## src/rtl/tail_light_monitor.sv

```systemverilog
// Passive receiver for the two 3-bit tail-light buses: recovers driver intent
// per side and reports illegal patterns, illegal steps, too-fast steps and stuck walks.

module tail_light_channel #(
   parameter int STEP_CYCLES    = 8,
   parameter int TIMEOUT_CYCLES = 20
) (
   input  logic       clk,
   input  logic       rst_n,
   input  logic [2:0] light_i,
   output logic [1:0] mode_o,
   output logic       err_o,
   output logic [1:0] err_code_o
);

   localparam int CNT_W = $clog2(TIMEOUT_CYCLES + 1);
   localparam logic [CNT_W-1:0] CNT_SAT  = CNT_W'(TIMEOUT_CYCLES);
   localparam logic [CNT_W-1:0] CNT_TO   = CNT_W'(TIMEOUT_CYCLES - 1);
   localparam logic [CNT_W-1:0] CNT_FAST = CNT_W'(STEP_CYCLES - 1);
   localparam logic [CNT_W-1:0] CNT_ONE  = CNT_W'(1);

   typedef enum logic [1:0] {
      MODE_IDLE = 2'b00,
      MODE_ON   = 2'b01,
      MODE_UP   = 2'b10,
      MODE_DOWN = 2'b11
   } mode_e;

   typedef enum logic [1:0] {
      ERR_STUCK   = 2'b00,
      ERR_PATTERN = 2'b01,
      ERR_TRANS   = 2'b10,
      ERR_FAST    = 2'b11
   } err_e;

   function automatic logic legal_pat(input logic [2:0] p);
      return (p == 3'b000) || (p == 3'b001) || (p == 3'b011) || (p == 3'b111);
   endfunction

   function automatic logic up_step(input logic [2:0] a, input logic [2:0] b);
      logic res;
      case (a)
         3'b000:  res = (b == 3'b001);
         3'b001:  res = (b == 3'b011);
         3'b011:  res = (b == 3'b111);
         3'b111:  res = (b == 3'b000);
         default: res = 1'b0;
      endcase
      return res;
   endfunction

   function automatic logic down_step(input logic [2:0] a, input logic [2:0] b);
      return up_step(b, a);
   endfunction

   logic [2:0]       cur_q;
   logic [2:0]       prev_q;
   logic [CNT_W-1:0] cnt_q;
   logic [CNT_W-1:0] cnt_d;
   mode_e            mode_q;
   logic             err_q;
   err_e             code_q;
   logic             armed_q;

   logic change_w;
   logic fast_w;
   logic timeout_w;

   assign change_w  = (cur_q != prev_q);
   assign fast_w    = (cnt_q < CNT_FAST);
   // Only the 19->20 increment fires; a saturated counter never re-fires.
   assign timeout_w = !change_w && (cnt_q == CNT_TO);

   always_comb begin
      cnt_d = cnt_q;
      if (change_w) begin
         cnt_d = '0;
      end else if (cnt_q != CNT_SAT) begin
         cnt_d = cnt_q + CNT_ONE;
      end
   end

   always_ff @(posedge clk or negedge rst_n) begin
      if (!rst_n) begin
         cur_q   <= 3'b000;
         prev_q  <= 3'b000;
         cnt_q   <= CNT_SAT;
         mode_q  <= MODE_IDLE;
         err_q   <= 1'b0;
         code_q  <= ERR_STUCK;
         armed_q <= 1'b0;
      end else begin
         cur_q  <= light_i;
         prev_q <= cur_q;
         cnt_q  <= cnt_d;
         err_q  <= 1'b0;
         if (change_w) begin
            // The first change after reset is measured against the reset value
            // 000, which says nothing about the sender's real previous pattern.
            armed_q <= 1'b1;
            if (!legal_pat(cur_q)) begin
               err_q  <= 1'b1;
               code_q <= ERR_PATTERN;
            end else if (up_step(prev_q, cur_q)) begin
               mode_q <= MODE_UP;
               if (fast_w) begin
                  err_q  <= 1'b1;
                  code_q <= ERR_FAST;
               end
            end else if (down_step(prev_q, cur_q)) begin
               mode_q <= MODE_DOWN;
               if (fast_w) begin
                  err_q  <= 1'b1;
                  code_q <= ERR_FAST;
               end
            end else if (armed_q) begin
               err_q  <= 1'b1;
               code_q <= ERR_TRANS;
            end
         end else if (timeout_w) begin
            case (cur_q)
               3'b000: mode_q <= MODE_IDLE;
               3'b111: mode_q <= MODE_ON;
               3'b001, 3'b011: begin
                  mode_q <= MODE_IDLE;
                  err_q  <= 1'b1;
                  code_q <= ERR_STUCK;
               end
               default: ;
            endcase
         end
      end
   end

   assign mode_o     = mode_q;
   assign err_o      = err_q;
   assign err_code_o = code_q;

endmodule

module tail_light_monitor #(
   parameter int STEP_CYCLES    = 8,
   parameter int TIMEOUT_CYCLES = 20
) (
   input  logic       clk,
   input  logic       rst_n,
   input  logic [2:0] right_light,
   input  logic [2:0] left_light,
   input  logic       clr_err_count,
   output logic [1:0] right_mode,
   output logic [1:0] left_mode,
   output logic       turn_right_det,
   output logic       turn_left_det,
   output logic       brake_det,
   output logic       right_err,
   output logic       left_err,
   output logic [1:0] right_err_code,
   output logic [1:0] left_err_code,
   output logic [7:0] err_count
);

   tail_light_channel #(
      .STEP_CYCLES    (STEP_CYCLES),
      .TIMEOUT_CYCLES (TIMEOUT_CYCLES)
   ) u_right (
      .clk        (clk),
      .rst_n      (rst_n),
      .light_i    (right_light),
      .mode_o     (right_mode),
      .err_o      (right_err),
      .err_code_o (right_err_code)
   );

   tail_light_channel #(
      .STEP_CYCLES    (STEP_CYCLES),
      .TIMEOUT_CYCLES (TIMEOUT_CYCLES)
   ) u_left (
      .clk        (clk),
      .rst_n      (rst_n),
      .light_i    (left_light),
      .mode_o     (left_mode),
      .err_o      (left_err),
      .err_code_o (left_err_code)
   );

   // Mode bit 1 marks UP/DOWN (turning); bit 0 marks ON/DOWN (braking).
   assign turn_right_det = right_mode[1];
   assign turn_left_det  = left_mode[1];
   assign brake_det      = right_mode[0] | left_mode[0];

   logic [1:0] err_inc_w;
   logic [8:0] err_sum_w;
   logic [7:0] err_count_d;
   logic [7:0] err_count_q;

   always_comb begin
      err_inc_w   = {1'b0, right_err} + {1'b0, left_err};
      err_sum_w   = {1'b0, err_count_q} + {7'b0, err_inc_w};
      err_count_d = err_sum_w[8] ? 8'hFF : err_sum_w[7:0];
      if (clr_err_count) begin
         err_count_d = {6'b0, err_inc_w};
      end
   end

   always_ff @(posedge clk or negedge rst_n) begin
      if (!rst_n) begin
         err_count_q <= 8'h00;
      end else begin
         err_count_q <= err_count_d;
      end
   end

   assign err_count = err_count_q;

endmodule

```

## config.mk

```make
export PLATFORM = sky130hd
export DESIGN_NAME = tail_light_monitor
export DESIGN_NICKNAME = d
export VERILOG_FILES = /design/src/rtl/tail_light_monitor.sv
export SDC_FILE = /design/constraint.sdc
export NUM_CORES = 1
export LEC_CHECK = 0
export ABC_AREA = 1
export CORE_MARGIN = 2
export CORE_UTILIZATION = 30
export CTS_CLUSTER_DIAMETER = 120
export DETAILED_ROUTE_END_ITERATION = 10
export DONT_BUFFER_PORTS = 1
export PLACE_DENSITY = 0.41
export REMOVE_ABC_BUFFERS = 1
export SYNTH_ARGS = -nofsm -noshare
export SYNTH_HDL_FRONTEND = slang
export SYNTH_SLANG_ARGS = --single-unit
```

## constraint.sdc

```tcl
create_clock -name clk -period 2.52 [get_ports clk]
set_clock_uncertainty 0.1 [all_clocks]
set_input_delay 0.504 -clock clk [delete_from_list [all_inputs] [get_ports clk]]
set_output_delay 0.504 -clock clk [all_outputs]
set_load 0.03 [all_outputs]
```

==> run summary <==
==================================================================================
Fmax                                                                     0.435 GHz
Sequential cell area fraction in the yosys report                            42.8%
I/O pin total                                                                   30
Worst Min Path Start                                                  left_light[0]
Cell area after synthesis                                                2470 um^2
Outcome                                                                  completed
Final routed DRC violation total                                                 0
CTS tree                                                                       yes
Antenna viol nets, final                                                         0
Final number of hold-violating endpoints                                         0
Number of nets in the layout                                                   337
CTS clock-pin slew for the worst setup and hold paths                      0.08 ns
Number of fill cells                                                           892
Detailed-routing iteration count for the pre-antenna-repair pass                 4
Placed instance area                                                     2580 um^2
Number of buffers created by CTS                                                 5
Number of warnings printed during yosys synthesis                                0
Antenna cell count                                                               0
Required time of the critical path                                         2.67 ns
First-pass GRT wire length                                                 8.22 mm
Die span in y                                                              94.7 um
Lkg Pwr                                                                 0.00127 uW
Path class of the lowest-slack min-delay path                            in -> reg
Final setup violation count                                                      0
Post-layout instance area                                                2710 um^2
Vias in the first global route                                                1794
Count of input and output buffers                                                0
Clock latency on the worst-skew pair                                       0.30 ns
Core box area                                                            8090 um^2
Die width                                                                  94.7 um
Worst EP arrival                                                           2.45 ns
HPWL after DPL                                                             3.59 mm
Syn avg cell area                                                        7.91 um^2
Async SR Flop Fraction                                                        100%
Crit Path Max Fanout                                                             6
Number of enable-type register cells in the synthesized netlist                  0
CP Capture Type                                                          flip-flop
Remaining global-route overflow                                                  0
Number of rows in the core area                                                 33
Setup TNS after final layout                                                  0 ns
Number of antenna violations at the first check in global routing                0
Vias                                                                          1886
Register bit total from synthesis                                               42
Root Buffer                                                               clkbuf_8
Starting density of the core                                                 30.5%
CTS Buffer Depth                                                                 2
Routed WL                                                                  4.89 mm
H-tree levels                                                                    2
Leading cell type in the layout, fill and taps excluded                    nand2_1
Post-route fraction of the period consumed by the critical path              91.3%
Leading register cell type out of synthesis                                dfrtp_1
Wire length per cell after detailed routing                                11.5 um
Number of maximum-capacitance constraint violations                              0
Setup repair after global routing missed its margin                          false
Worst voltage drop across the vdd grid                                    0.214 mV
Final weighted congestion in routability-driven placement                    0.725
Power per standard cell area                                           617 nW/um^2
GR Util All Layers                                                           11.8%
Cell type with the highest aggregate area in the netlist                   dfrtp_1
Clock Sinks                                                                     42
Startpoint of the lowest-slack register-to-register path              u_left.err_o
Top library cells by usage in the layout, fill and taps aside         nand2_1, nor2_1, dfrtp_1
Slew @ Worst Pin                                                          0.609 ns
Iter 0 DRT Violations                                                           66
Sort of element at the start of the critical path                        flip-flop
Growth of design area from synthesis to finish                               9.94%
Pin count of the biggest net entering global routing                            43
Final number of max-transition violations                                        0
Cells after Synth                                                              312
Worst Setup Path Type                                                   reg -> reg
Via density per instance                                                      4.43
Main area contributors after synthesis                                dfrtp_1, nand2_1, nor2_1
Netlist cell types                                                              37
Area enclosed by the die boundary                                        8970 um^2
Worst max-slew margin expressed relative to the limit                        59.4%
Time the final worst path needs with I/O delays and setup                  2.30 ns
Share of final-layout standard cells stronger than drive strength 1          17.4%
Worst setup path start                                                u_left.err_o
Pwr Total                                                                  1670 uW
Synth top area share                                                         38.5%
==================================================================================
what timing repair did:
item / 4_1_cts / 5_1_grt
hold endpoints to repair: 42 / 0
setup endpoints to repair: 0 / 4
gates resized for setup: 0 / 1
hold buffers: 2 / 0
setup buffers: 0 / 0
logic make-up (layout without fill, tap and decap cells):
kind of cell | after synthesis | after routing | synth area share [%]
and+or+nand+nor | 179 | 179 | 33.1
buffers and inverters | 43 | 52 | 7.81
DFF | 42 | 42 | 42.8
AOI/OAI and AO/OA | 28 | 28 | 7.40
xor gates and xnor gates | 12 | 12 | 4.56
adders and majority gates | 8 | 8 | 4.36
worst max-delay path, stage by stage, from the launching register on:
cell and delay [ns]:
dfrtp_1 0.39, ha_1 0.29, ha_1 0.16, inv_1 0.05
fa_1 0.39, nor2_1 0.16, nand4_1 0.12, nor2_1 0.22
nand2_2 0.15, nand3_1 0.11, nand2_1 0.05, inv_1 0.05
metal layers:
| metal | share of wire (%) | track usage, % | vias to the layer above |
|---|---|---|---|
| met4 | 1.5 | 4.35 | 0 |
| li1 | - | - | 991 |
| met1 | 51 | 16.1 | 864 |
| met2 | 44 | 18.4 | 23 |
| met3 | 3.2 | 2.79 | 8 |
| met5 | 0 | 0 | - |
state kept, by name, summed over array words and instances, names as in the netlist:
register	count
err_count	8
u_right.err_code_o	2
u_left.armed_q	1
u_right.armed_q	1
u_left.err_code_o	2
u_right.cnt_q	5
u_left.cur_q	3
u_left.prev_q	3
u_right.prev_q	3
u_left.cnt_q	5
u_right.cur_q	3
u_left.mode_o	2
u_right.mode_o	2
u_right.err_o	1
u_left.err_o	1
cell type report:
type / count / area (um^2) / area share, %
repair buffers: 6 / 67.6 / 2.49
clock buffers: 7 / 86.3 / 3.18
multi-input cells: 227 / 1220 / 45.0
clock inverters: 1 / 5.00 / 0.185
well taps: 105 / 131 / 4.84
flip-flops and latches: 42 / 1060 / 38.9
inverters: 38 / 145 / 5.35
report_power, final:
| group | internal (uW) | switching [uW] | total, uW | leakage [uW] |
|---|---|---|---|---|
| Clock | 221 | 235 | 456 | 0.0000482 |
| Sequential | 737 | 172 | 909 | 0.000496 |
| Combinational | 119 | 190 | 309 | 0.000725 |
final timing paths:
check / cells after the start / slack [ns] / endpoint
max: 11 / 0.22 / err_count[5]
max reg2reg: 11 / 0.22 / err_count[5]
min: 0 / 0.13 / u_left.cur_q[0]
max in group asynchronous: 2 / 1.42 / u_left.cnt_q[4]
min in group asynchronous: 2 / 0.61 / err_count[5]
min reg2reg: 2 / 0.36 / u_left.armed_q
through the flow:
step	util (%)	cells	worst slack (ns)	hold WS [ns]
4_1_cts	33.5	426	0.151	0.108
2_1_floorplan	-	307	0.245	0.108
3_5_place_dp	31.9	416	0.173	0.110
5_1_grt	33.5	426	0.00850	0.105
3_3_place_gp	31.9	416	0.226	0.110
6_report	33.5	426	0.220	0.128
synthesized netlist by cell type (4+ instances only):
cell	count
nand3_1	23
a21oi_1	9
nor2_2	7
xnor2_1	6
nor2_1	61
dfrtp_1	38
xor2_1	5
nand2_2	6
o21ai_0	5
inv_2	8
nand2_1	64
ha_1	7
inv_1	28
dfstp_2	4
Note: power is estimated with default switching activity, not from simulation.
